$ cat src/rtl/mux_arbiter_8.sv
// Round-robin 8-way arbiter that shares one registered DW-wide output.
// A two-state FSM tracks whether out_data holds an untransferred word.
module mux_arbiter_8 #(
   parameter int DW = 16
) (
   input  logic          clk,
   input  logic          rst_n,
   input  logic [7:0]    req,
   input  logic [8*DW-1:0] data_in,
   input  logic          out_ready,
   output logic [7:0]    grant,
   output logic [2:0]    sel,
   output logic [DW-1:0] out_data,
   output logic          out_valid,
   output logic [15:0]   xfer_count
);

   localparam logic [0:0] IDLE = 1'b0;
   localparam logic [0:0] BUSY = 1'b1;

   logic [0:0]    state_q, state_d;
   logic [2:0]    ptr_q, ptr_d;
   logic [2:0]    sel_q, sel_d;
   logic [DW-1:0] data_q, data_d;
   logic [15:0]   cnt_q, cnt_d;

   logic [2:0]    win;
   logic [2:0]    idx;
   logic          capture;
   logic          xfer;

   // Scan downward so the lowest offset from ptr wins.
   always_comb begin
      win = ptr_q;
      idx = ptr_q;
      for (int i = 7; i >= 0; i--) begin
         idx = ptr_q + 3'(i);
         if (req[idx]) win = idx;
      end
   end

   always_comb begin
      capture = (|req) && (state_q == IDLE || out_ready);
      xfer    = (state_q == BUSY) && out_ready;
      grant   = '0;
      if (capture && rst_n) grant = 8'b1 << win;
   end

   always_comb begin
      state_d = state_q;
      ptr_d   = ptr_q;
      sel_d   = sel_q;
      data_d  = data_q;
      cnt_d   = cnt_q;
      if (xfer) begin
         cnt_d   = cnt_q + 16'd1;
         state_d = IDLE;
      end
      if (capture) begin
         state_d = BUSY;
         sel_d   = win;
         ptr_d   = win + 3'd1;
         data_d  = data_in[32'(win)*DW +: DW];
      end
   end

   always_ff @(posedge clk or negedge rst_n) begin
      if (!rst_n) begin
         state_q <= IDLE;
         ptr_q   <= '0;
         sel_q   <= '0;
         data_q  <= '0;
         cnt_q   <= '0;
      end else begin
         state_q <= state_d;
         ptr_q   <= ptr_d;
         sel_q   <= sel_d;
         data_q  <= data_d;
         cnt_q   <= cnt_d;
      end
   end

   assign sel        = sel_q;
   assign out_data   = data_q;
   assign out_valid  = (state_q == BUSY);
   assign xfer_count = cnt_q;

endmodule

$ cat config.mk
export PLATFORM = sky130hd
export DESIGN_NAME = mux_arbiter_8
export DESIGN_NICKNAME = d
export VERILOG_FILES = /design/src/rtl/mux_arbiter_8.sv
export SDC_FILE = /design/constraint.sdc
export NUM_CORES = 1
export LEC_CHECK = 0
export BUFFER_PORTS_ARGS = -buffer_cell sky130_fd_sc_hd__buf_4
export CAP_MARGIN = 10
export CORE_MARGIN = 2
export CORE_UTILIZATION = 48
export DETAILED_ROUTE_END_ITERATION = 8
export HOLD_SLACK_MARGIN = 0.06
export PLACE_DENSITY_LB_ADDON = 0.05
export SYNTH_ARGS = -nofsm -noshare
export SYNTH_HDL_FRONTEND = slang
export SYNTH_SLANG_ARGS = --single-unit
$ cat constraint.sdc
create_clock -name clk -period 4.25 [get_ports clk]
set_input_delay 0.6375 -clock clk [delete_from_list [all_inputs] [get_ports clk]]
set_output_delay 0.6375 -clock clk [all_outputs]
set_load 0.05 [all_outputs]
# Word level (Yosys, flattened, before mapping)
# Cells that the tools add are included.
# Widths: inputs -> output; s select.
# op_classes
reduce_logical	6
order_cmp	8
shift	2
mux	27
bitwise_logic	1
n_addsub	9
# ops
operator	n
$shiftx 128x8->16	1
$lt 3x4->1 const B	8
$bmux 1 s3	8
$mux 3	8
$add 16x1->16 const B	1
$add 3x3->3 const B	4
$mux 1	10
$mux 8	1
$reduce_or 8->1	1
$shl 1x3->8 const A	1
$add 3x1->3 const B	2
$add 3x2->3 const B	2
$logic_and 1x1->1	3
$reduce_bool 2->1	1
$logic_or 1x1->1	1
$not 1->1	1
# totals
reg_bits	39
elab_cells	58
input_bits	139
out_inout_bits	44

# Logic depth before layout (Yosys ltp)
# depth
word_depth	13
depth_mapped	15
depth_no_buf	13

# Least setup slack after synthesis
# No wires, ideal clock.
# synth_path
path_type	reg2out
from	reg ptr_q[0]
to	out grant[0]
n_path_buf	2
stages_incl_launch_ff	13
t_required_ns	3.612
t_arrival_ns	4.020
path_slack_ns	-0.408
cell_sequence	dfrtp_1 buf_6 buf_12 inv_1 ha_1 xnor2_4 mux4_2 or3_4 a31oi_4 o31a_1 a21oi_1 or2_1 nor3_1
# synth_between
elab_chain_cells	13
elab_cells_between_ends	33
cone_classes	7 x add/sub; 1 x shift; 25 x mux
# synth_rtl
element	line_no	text
from (decl)	22	logic [2:0] ptr_q, ptr_d;
from (signal assigned)	76	ptr_q <= ptr_d;
$add 3x3->3	37	idx = ptr_q + 3'(i);
$bmux 1 s3	38	if (req[idx]) win = idx;
$mux 1 (not written as such)	38	
$mux 3 (7 in series)	38	
$mux 3 *	38	
$shl 1x3->8 *	46	if (capture && rst_n) grant = 8'b1 << win;
$mux 8 *	46	
to (decl)	11	output logic [7:0] grant,
# Mark *: on every way between the ends. The rest lies on a longest branch, timed or not. The select of a mux whose other input is x is not followed.

# Final worst setup path
# layout_path
from	reg ptr_q[0]
to	out grant[4]
# The elaborated chain is that of the path after synthesis.

==> metrics.txt <==
status=complete, no violations; RSZ-0062 raised after global routing=no; EDFF count, synth=0; Worst Setup End Kind=primary output; Clock Skews=about 0.010 ns; Simple-Gate Fraction of Synth Area=0.225; antenna violations before repair=0; Cells after DPL=704; synthesized net count=a little under 600; die footprint=8920 um2; top cells by area, synth=dfrtp_1, nand3_1, mux2_2; number of cells on the critical path=10; worst min-delay path category=input port to async pin; P&R area growth vs syn=41.4%; CP max stage cell=mux4_2; cell taking the most area after synthesis=dfrtp_1; slew margin rel.=0.177; gr ovfl total=0; #FFs+latches synth=39; DRT iter0 DRCs=between 150 and 200; mapped cell area=between 3000 and 4000 um2; Via density=roughly 5.8; ANT cells=0; Starting Density=0.503; final setup margin=approximately 0.18 ns; adder-cell area share of the yosys netlist=0.0127; placer congestion estimate=0.901; H-tree levels=2; crit path DAT=between 3 and 4 ns; Worst Max-Slew Pin Slew=~1.2 ns; Ports=about 180; post-DP HPWL=approximately 9700 um; CTS tree=yes; Seq/Total Area, Yosys=0.249; final wirelength=12,700 um; Crit Path Class=flip-flop to primary output; Crit path max-delay family=multiplexers; mux contribution to synthesized area=0.203; Clock Tree Buf Depth=2; CTS clk-pin slew, worst paths=0.08 ns; CP Launch Type=flip-flop; first-pass GRT wire length=about 20,000 um; Rows=32; Die Ht=around 94 um; CP bufs+invs=2; Post-Synth XOR/XNOR Area=0.0513; DRC=0; Tcrit/Tclk final=0.957; Synth cell types=between 50 and 60; synthesized area per cell=just under 9 um2; Worst Path Max Fanout=16; Syn. warnings=0; vias in the first global route=slightly above 4k; Final Net Count=roughly 760; TNS Setup=0 ns; Mapped Cells=approximately 440; Async SR Flop Fraction=1.00; Die W=about 94 um; Synth Area in Compound Gates=0.201; worst-path cell chain=buf_8, mux2_1, mux4_2, or3_4, a31oi_4, o31a_1, a21oi_2, or2_1, nor3_1, buf_4; core area=7810 um2; Post-DRT Antenna Nets=0; max_cap viols=0; largest family of logic cells by synthesized area=simple AND/OR/NAND/NOR gates; first-pass iteration count of the detailed router=4; post-DR wirelength/cell=~18 um; Clk Latency, worst-skew pair=just under 0.3 ns; Tot GR Track Use=0.282; final setup fails=0; clock sinks=39; Final Hold Fails=0; largest net degree at the start of global routing=43; Max Slew Vio Count=0; top cell type's share of synthesized area=0.249; Critical Path RT=~3.6 ns; dpl ws=about 0.25 ns; critical path's largest stage delay=0.51 ns; R2R cell count=12; Most used DFF post-synth=dfrtp_1; IO buf count=about 180; Max Freq=246 MHz; top-count cell post-synth=nand3_1; Synth top cells by count=nand3_1, nand2_1, dfrtp_1, o21ai_0, o211ai_1; detailed-route via count=roughly 4.2k; clk root buf=clkbuf_8; fraction of layout cells with a size suffix above 1=0.461; Util after Layout=0.711; Layout Cells excl Fill=approximately 720; CTS Buf Count=5; Tmin final=4.07 ns
## worst paths after layout
kind	start	slack, ns	to
min in group clk	out_data[1]	0.48	out_data[1]
max in group asynchronous	rst_n	3.57	out_data[13]
setup reg to reg	ptr_q[0]	0.57	out_data[10]
hold reg to reg	out_data[1]	0.48	out_data[1]
setup / recovery	ptr_q[0]	0.18	grant[4]
hold / removal	rst_n	0.31	out_valid
## per-layer routing
layer	wire length, um	vias to the layer above	GRT usage
li1	-	1997	-
met1	5030	1972	0.350
met2	6460	170	0.488
met3	917	27	0.0623
met4	311	0	0.0906
met5	0	-	0
## kinds of logic (layout without fill, tap and decap cells)
kind of cell	count (synthesis)	in the layout
flip-flops	39	39
AND/OR/NAND/NOR	174	174
multiplexers	59	59
AO/OA/AOI/OAI	104	104
buffers and inverters	41	216
XOR/XNOR	20	20
adder cells (fa/ha/maj)	4	4
## per-stage QoR
stage / hold slack, ns / cell area [um2]
5_1_grt: 0.348 / 5550
3_3_place_gp: 0.465 / 5340
4_1_cts: 0.338 / 5470
6_report: 0.307 / 5550
2_1_floorplan: 0.342 / 3940
3_5_place_dp: 0.467 / 5340
## timing repair
item | 4_1_cts | 5_1_grt
hold buffers | 0 | 0
resized for setup | 0 | 12
setup endpoints to repair | 1 | 8
setup buffers | 2 | 4
pin swaps | 1 | 1
endpoints found under the hold margin | 0 | 0
## sequential cells by signal, summed over array words and instances, names as in the netlist
register	count
xfer_count	16
out_valid	1
out_data	16
ptr_q	3
sel	3
## area by class of cell
type | count | area, um2
multi-input combinational | 361 | 2790
fill | 600 | 2260
timing repair buffer | 200 | 1520
sequential | 39 | 976
tap | 102 | 128
clock buffer | 5 | 68.8
clock inverter | 3 | 43.8
inverter | 8 | 32.5
## layout by cell type, fill, tap and decap left out, types with 3 or more instances in the layout
cell and instances:
xnor2_1 15, xor2_1 3, nor2_1 15, o21ai_0 38
nor3_1 3, o31a_1 3, nand4_1 5, nand2_1 44
mux2i_1 8, mux4_2 9, dfrtp_1 39, o211ai_2 10
mux2_1 17, buf_4 197, a211oi_2 3, nor3_2 3
and2_1 5, clkbuf_8 5, a21oi_1 5, inv_1 6
nand3_2 10, nand3_1 78, o211ai_1 24, mux2_2 20
Power is not shown: default switching activity piles up to over one toggle a cycle in this logic, so the estimate is an artifact.
